**src/rtl/demux_pkg.sv**
```systemverilog
`default_nettype none
// ============================================================================
// Module      : demux_pkg
// Description : Shared lane count, lane index type and pointer-wrap helper
//               for the 1-to-4 stream demultiplexer.
// Revision    : 1.0 - initial release
// ============================================================================
package demux_pkg;

  localparam int LANES = 4;
  localparam int SEL_W = 2;

  typedef logic [SEL_W-1:0] lane_idx_t;

  // The index is exactly SEL_W bits wide, so 3 -> 0 wraps naturally.
  function automatic lane_idx_t next_lane(input lane_idx_t cur);
    return cur + lane_idx_t'(1);
  endfunction

endpackage
`default_nettype wire

```
**src/rtl/demux_lane_reg.sv**
```systemverilog
`default_nettype none
// ============================================================================
// Module      : demux_lane_reg
// Description : One output lane. It holds a one-entry data/valid register
//               with a valid/ready handshake and a saturating transfer
//               counter that counts output handshakes.
// Revision    : 1.0 - initial release
// ============================================================================
module demux_lane_reg #(
  parameter int WIDTH = 4,
  parameter int CNT_W = 8
) (
  input  logic             clk,
  input  logic             rst_n,
  input  logic             load,
  input  logic [WIDTH-1:0] load_data,
  input  logic             out_ready,
  input  logic             clear_cnt,
  output logic [WIDTH-1:0] data,
  output logic             valid,
  output logic             free,
  output logic [CNT_W-1:0] cnt
);

  localparam logic [CNT_W-1:0] C_CNT_MAX = '1;

  logic [WIDTH-1:0] r_data;
  logic             r_valid;
  logic [CNT_W-1:0] r_cnt;
  logic             w_drain;

  assign w_drain = r_valid & out_ready;

  // The slot can take a new word when it is empty or is draining this cycle.
  assign free  = ~r_valid | out_ready;
  assign data  = r_data;
  assign valid = r_valid;
  assign cnt   = r_cnt;

  // Data/valid register. A load takes priority over a drain, so a
  // simultaneous drain and load keeps valid high for full throughput.
  always_ff @(posedge clk) begin
    if (!rst_n) begin
      r_data  <= '0;
      r_valid <= 1'b0;
    end else if (load) begin
      r_data  <= load_data;
      r_valid <= 1'b1;
    end else if (w_drain) begin
      r_valid <= 1'b0;
    end
  end

  // Saturating handshake counter. A clear wins over a same-cycle increment.
  always_ff @(posedge clk) begin
    if (!rst_n) begin
      r_cnt <= '0;
    end else if (clear_cnt) begin
      r_cnt <= '0;
    end else if (w_drain && (r_cnt != C_CNT_MAX)) begin
      r_cnt <= r_cnt + 1'b1;
    end
  end

endmodule
`default_nettype wire

```
**src/rtl/stream_demux_1to4.sv**
```systemverilog
`default_nettype none
// ============================================================================
// Module      : stream_demux_1to4
// Description : Registered 1-to-4 stream demultiplexer. Each accepted word
//               is routed to one lane, chosen by in_sel or by a strict
//               round-robin pointer. A full target lane stalls the input.
// Revision    : 1.0 - initial release
// ============================================================================
module stream_demux_1to4
  import demux_pkg::*;
#(
  parameter int WIDTH = 4,
  parameter int CNT_W = 8
) (
  input  logic                   clk,
  input  logic                   rst_n,
  input  logic [WIDTH-1:0]       in_data,
  input  logic [SEL_W-1:0]       in_sel,
  input  logic                   in_valid,
  output logic                   in_ready,
  input  logic                   rr_en,
  input  logic                   clear_cnt,
  output logic [LANES*WIDTH-1:0] out_data,
  output logic [LANES-1:0]       out_valid,
  input  logic [LANES-1:0]       out_ready,
  output logic [LANES*CNT_W-1:0] xfer_cnt
);

  lane_idx_t        r_ptr;
  lane_idx_t        w_tgt;
  logic [LANES-1:0] w_free;
  logic [LANES-1:0] w_load;
  logic             w_xfer;

  // The target lane never skips: a blocked round-robin lane stalls the input.
  assign w_tgt    = rr_en ? r_ptr : lane_idx_t'(in_sel);
  assign in_ready = w_free[w_tgt];
  assign w_xfer   = in_valid & in_ready;

  // The round-robin pointer moves only on an accepted word in round-robin mode.
  always_ff @(posedge clk) begin
    if (!rst_n) begin
      r_ptr <= '0;
    end else if (w_xfer && rr_en) begin
      r_ptr <= next_lane(r_ptr);
    end
  end

  generate
    for (genvar k = 0; k < LANES; k++) begin : g_lane
      assign w_load[k] = w_xfer & (w_tgt == lane_idx_t'(k));

      demux_lane_reg #(
        .WIDTH (WIDTH),
        .CNT_W (CNT_W)
      ) u_lane (
        .clk       (clk),
        .rst_n     (rst_n),
        .load      (w_load[k]),
        .load_data (in_data),
        .out_ready (out_ready[k]),
        .clear_cnt (clear_cnt),
        .data      (out_data[k*WIDTH +: WIDTH]),
        .valid     (out_valid[k]),
        .free      (w_free[k]),
        .cnt       (xfer_cnt[k*CNT_W +: CNT_W])
      );
    end
  endgenerate

endmodule
`default_nettype wire
```
**config.mk**
```make
export PLATFORM = sky130hd
export DESIGN_NAME = stream_demux_1to4
export DESIGN_NICKNAME = d
export VERILOG_FILES = /design/src/rtl/demux_pkg.sv /design/src/rtl/demux_lane_reg.sv /design/src/rtl/stream_demux_1to4.sv
export SDC_FILE = /design/constraint.sdc
export NUM_CORES = 1
export LEC_CHECK = 0
export ABC_AREA = 1
export CAP_MARGIN = 0
export CORE_ASPECT_RATIO = 0.9
export CORE_MARGIN = 1
export CORE_UTILIZATION = 45
export CTS_CLUSTER_SIZE = 40
export DETAILED_ROUTE_END_ITERATION = 7
export PLACE_DENSITY = 0.82
export SETUP_SLACK_MARGIN = 0.05
export SLEW_MARGIN = 25
export SYNTH_ARGS = -nofsm -noshare
export SYNTH_HDL_FRONTEND = slang
export SYNTH_SLANG_ARGS = --single-unit
```
**constraint.sdc**
```tcl
create_clock -name clk -period 2 [get_ports clk]
set_clock_uncertainty 0.1 [all_clocks]
set_input_delay 0.2 -clock clk [delete_from_list [all_inputs] [get_ports clk]]
set_output_delay 0.2 -clock clk [all_outputs]
set_load 0.02 [all_outputs]
```
After elaboration in Yosys (flattened, before gate mapping) --
Index checks and enable logic that the tools add are counted.
Operators by class: muxes and demuxes 11, bitwise operators 18, add/subtract/negate cells 5, eq/ne operators 7, order comparisons 1, reduce and logical (&&, ||, !) cells 11
Operators by type and width (number):
- $add 8x1->8 const B | 4
- $ne 8x8->1 const B | 4
- $and 1x1->1 | 9
- $mux 1 | 9
- $reduce_bool 2->1 | 4
- $logic_and 1x1->1 | 5
- $not 1->1 | 5
- $eq 2x2->1 const B | 2
- $or 1x1->1 | 4
- $lt 2x3->1 const B | 1
- $add 2x1->2 const B | 1
- $bmux 1 s2 | 1
- $eq 2x1->1 const B | 1
- $logic_not 2->1 | 1
- $mux 2 | 1
- $reduce_or 2->1 | 1
Storage, ports and cells: input bits 15, output and inout bits 53, register bits 54, word-level logic and storage cells 66

Logic depth before layout (Yosys ltp) --
depth in word-level cells 7, gate-level depth with buffers 10, mapped depth without buffers 10

Hierarchy --
Synthesis repeated with hierarchy kept, for this count alone.
Unflattened totals: cell total of the unflattened synthesis 390, area total of the unflattened synthesis 2824.0 µm²
Modules (own cells, without submodules):
- demux_lane_reg | instances 4, area each 646.9 µm², cells an instance 87, sequential area each 260.2 µm²
- stream_demux_1to4 | instances 1, area each 236.5 µm², cells an instance 42, sequential area each 40.0 µm²

Worst setup path before layout --
No wires, ideal clock.
path kind flip-flop to flip-flop, from register g_lane[1].u_lane.r_cnt[0], to register g_lane[1].u_lane.r_cnt[0], cell stages (with the launch flop) 9, data arrival time 1427 ps, path buffers 0, clock period less this slack 1659 ps, required time 1768 ps, library setup time 132 ps, setup slack 341 ps, path through dfxtp_1 ha_1 nand2_1 nor2_1 nand3_1 nand2_1 inv_1 o21ai_0 a21oi_1
On the way: longest elaborated chain between the ends 2, elaborated cells between the ends (all ways) 3, classes of those cells 1 x add/sub; 1 x eq/ne; 1 x reduce/logical
RTL lines:
- from (decl) | RTL line demux_lane_reg.sv:29 | logic [CNT_W-1:0] r_cnt;
- from (signal assigned) | RTL line demux_lane_reg.sv:61 | r_cnt <= r_cnt + 1'b1;
- parallel branches: the longest is 2 deep, another holds $add 8x1->8
Parallel ways; which one is timed is not known. A chain may end at the register's enable or synchronous reset.

Worst setup path after layout --
from register g_lane[3].u_lane.r_valid, to output port in_ready
On the way: longest elaborated chain between the ends 4
RTL lines:
- from (decl) | RTL line demux_lane_reg.sv:28 | logic r_valid;
- from (signal assigned) | RTL line demux_lane_reg.sv:45 | r_valid <= 1'b0;
- from (signal assigned) | RTL line demux_lane_reg.sv:48 | r_valid <= 1'b1;
- from (signal assigned) | RTL line demux_lane_reg.sv:50 | r_valid <= 1'b0;
- $not 1->1 | RTL line demux_lane_reg.sv:35 | assign free = ~r_valid | out_ready;
- $or 1x1->1 | RTL line demux_lane_reg.sv:35
- $bmux 1 s2 | RTL line stream_demux_1to4.sv:37 | assign in_ready = w_free[w_tgt];
- $mux 1 (implied by the code) | RTL line stream_demux_1to4.sv:37
- to (decl) | RTL line stream_demux_1to4.sv:20 | output logic in_ready,
Every way passes these cells. The select of a mux whose other input is x is not followed.

==> results.py <==
metrics = {
    "run_status": {
        "status": "finished with violations",
        "violations": "design-rule violations",
    },
    "pwr": {
        "max-vdd-ir-drop_uv": 410,
        "swShare_pct": 25.4,
        "fin_total_pwr_w": 0.00215,
        "p_per_area_mw_per_mm2": 598,
        "p_seq_share_pct": 52.2,
        "p_sw_w": 0.000546,
        "power.internal_w": 0.00160,
        "power.share.clock_pct": 34.5,
        "p_leak_nw": 1.49,
        "combPwrFrac_pct": 13.3,
    },
    "routing": {
        "viasPerCell": 4.85,
        "wl_per_cell_um": 11.3,
        "routed_wl_um": 5990,
        "drc": 14,
        "drt-initial-drc-count": 96,
        "first_pass_iters": 7,
        "final_antenna_net_count": 0,
        "vias": 2569,
    },
    "global_routing": {
        "grt_pass1_vias": 2346,
        "grt_pass1_wl_um": 10300,
        "grt_max_degree": 19,
        "track_usage_pct": 20.1,
        "grt_overflow": 0,
        "antenna_found_initial": 0,
    },
    "cells_and_area": {
        "multi_input_comb_area_mm2": 0.00133,
        "final_cells": 530,
        "finish.utilization_pct": 62.4,
        "register_area_mm2": 0.00108,
        "antenna_cells": 0,
        "nets": 478,
        "drive_above_1_share_pct": 9.57,
        "area_delta_synth_final_pct": 32.1,
        "n_fill_cell": 515,
    },
    "logic_synthesis": {
        "postSynthNetCount": 408,
        "yosysWarnings": 0,
        "syn_area_mm2": 0.00272,
        "synth_cells": 389,
        "synth_area_per_cell_um2": 6.99,
        "synth_cell_types": 29,
        "yosysSeqAreaShare_pct": 39.8,
        "postSynthRegisterBits": 54,
    },
    "sta": {
        "report.final.slew_viol_count": 0,
        "finalSetupViolations": 0,
        "tightest_slew_ps": 466,
        "maxSlewHeadroom_pct": 68.9,
        "post-route-period-util_pct": 93.4,
        "clock.fmax_mhz": 535,
        "timing.final.crit_period_ps": 1870,
        "holdWs_ps": 305,
        "tns_ps": 0,
        "final_hold_viol_count": 0,
        "rsz0062_at_grt": "false",
    },
    "setup_path": {
        "reg2reg_depth": 7,
        "r2r_slack_ps": 290,
        "cp_cell_sequence": "inv_1, nor2_2, nand2_2, nand2_2, nand2_8, and2_4, dlygate4sd2_1",
        "reg2reg_to": "g_lane[0].u_lane.cnt[7]$_SDFFE_PP0P_",
        "cp_max_fo": 3,
        "cp_slowest_stage_delay_ps": 390,
        "arrival_ps": 1570,
        "worst_r2r_startpoint": "g_lane[0].u_lane.cnt[0]$_SDFFE_PP0P_",
        "worstSetupStartpointType": "flop",
        "critPathBufInv": 2,
        "crit_type": "flop to output port",
        "cp.required_ps": 1700,
        "critPathMostFrequentCell": "nand2_2",
        "end_kind": "output port",
        "crit_slowest_cell": "dfxtp_1",
        "cp.depth": 7,
        "cp_top_family": "simple AND/OR/NAND/NOR gates",
    },
    "die": {
        "start_util_pct": 47.2,
        "die_area_mm2": 0.00635,
        "die_w_um": 83.9,
        "ios": 68,
        "rows": 26,
        "die_h_um": 75.7,
        "core_area_mm2": 0.00576,
    },
    "flow_run": {
        "maxCapViolations": 0,
    },
    "hold_path": {
        "min_path_type": "input port to flop",
        "holdCritStartpoint": "rr_en",
        "hold_path_end": "r_ptr[0]$_SDFFE_PN0P_",
        "hold_path_depth": 3,
    },
    "clock_network": {
        "cts.sinks": 54,
        "cts.clk_slew.worst_paths_ps": 110,
        "clock_path_buffers": 2,
        "htree_levels": 2,
        "cts_tree": "done",
        "ctsHoldBuffers": 0,
        "numCtsBuffers": 5,
        "post_cts_buffers": 0,
        "insertion_delay_ps": 310,
        "cts-root-buf": "clkbuf_8",
    },
    "placement": {
        "gp_congestion": 0.779,
        "place_inst": 522,
        "numPortBuffers": 67,
        "dp_hpwl_um": 4600,
    },
}
[layer usage]
metal  part of all wire [%]  wire (µm)  track usage [%]
met5                      0          0                0
met4                   0.70         42             6.13
met1                     45       2710             24.6
met3                    8.0        477             6.18
met2                     46       2750             34.8
[placed cells by master (no fill, tap or decap), drive strengths merged]
cell           Yosys  layout
clkbuf             1       5
bufinv             0       1
nor2              60      60
xnor2              5       5
dlygate4sd2        0       2
xor2               5       5
nand2             99      99
ha                 4       4
clkinv             2       3
nand3b             1       1
dfxtp             54      54
nand4             16      16
nor3               5       5
buf               11       8
o21a               1       1
inv               63      64
a21oi             30      30
o21ai             13      13
and2               1       1
clkdlybuf4s50      0      65
nand3             18      18
[kinds of logic after synthesis]
kind of cell / share of synthesized area (%)
AO/OA/AOI/OAI: 8.33
flip-flops: 39.8
buffers and inverters: 11.7
adder cells (fa/ha/maj): 1.84
XOR/XNOR: 3.22
AND/OR/NAND/NOR: 35.1
[how the worst max path moves through the flow]
stage / start / to / slack (ps)
3_5_place_dp: rr_en / in_ready / -240
4_1_cts: g_lane[3].u_lane.valid$_SDFFE_PN0P_ / in_ready / 50
2_1_floorplan: g_lane[1].u_lane.cnt[0]$_SDFFE_PP0P_ / g_lane[1].u_lane.cnt[0]$_SDFFE_PP0P_ / 340
6_report: g_lane[3].u_lane.valid$_SDFFE_PN0P_ / in_ready / 130
5_1_grt: g_lane[0].u_lane.valid$_SDFFE_PN0P_ / in_ready / 60
3_3_place_gp: rr_en / in_ready / -210
[per-stage QoR]
step / setup WS, ps / instance area (µm²)
floorplan: 341 / 2720
global placement: -211 / 3460
detailed placement: -241 / 3460
CTS: 50.8 / 3580
global route: 63.0 / 3590
finish: 132 / 3590
[worst register-to-register path: stages (launching register included)]
cell	delay [ps]
dfxtp_1	370
ha_1	260
nand4_1	120
nor2_1	60
nor2_2	350
inv_1	170
nand2_1	90
a21oi_1	60
[repair_timing]
action / 4_1_cts / 5_1_grt
gates resized for setup: 4 / 6
hold endpoints to repair: 0 / 0
setup endpoints to repair: 1 / 10
[state kept, by name (all words and copies together) (netlist names)]
name	cells
g_lane.u_lane.valid	4
g_lane.u_lane.data	16
g_lane.u_lane.cnt	32
r_ptr	2
[synth_stat cells (all sizes together)]
library cell  count  area [µm²]
a21oi            30         150
and2              1        8.76
buf              11        67.6
clkbuf            1        3.75
clkinv            2        7.51
dfxtp            54        1080
ha                4        50.1
inv              63         239
nand2            99         413
nand3            18        90.1
nand3b            1        7.51
nand4            16         173
nor2             60         228
nor3              5        35.0
o21a              1        7.51
o21ai            13        68.8
xnor2             5        43.8
xor2              5        43.8
[power groups by stage]
stage               sequential [W]  combinational (W)  clock (W)
floorplan                  0.00117           0.000140          0
global placement           0.00114           0.000280          0
detailed placement         0.00115           0.000284          0
CTS                        0.00112           0.000286   0.000759
global route               0.00113           0.000314   0.000801
finish                     0.00112           0.000285   0.000741
[area by class of cell]
class	instances	area share, %
clock inverter	3	1.22
sequential	54	30.2
clock buffer	5	1.92
inverter	65	6.86
tap	70	2.44
multi-input combinational	258	37.1
timing repair buffer	75	20.3
(Power assumes the default switching activity.)
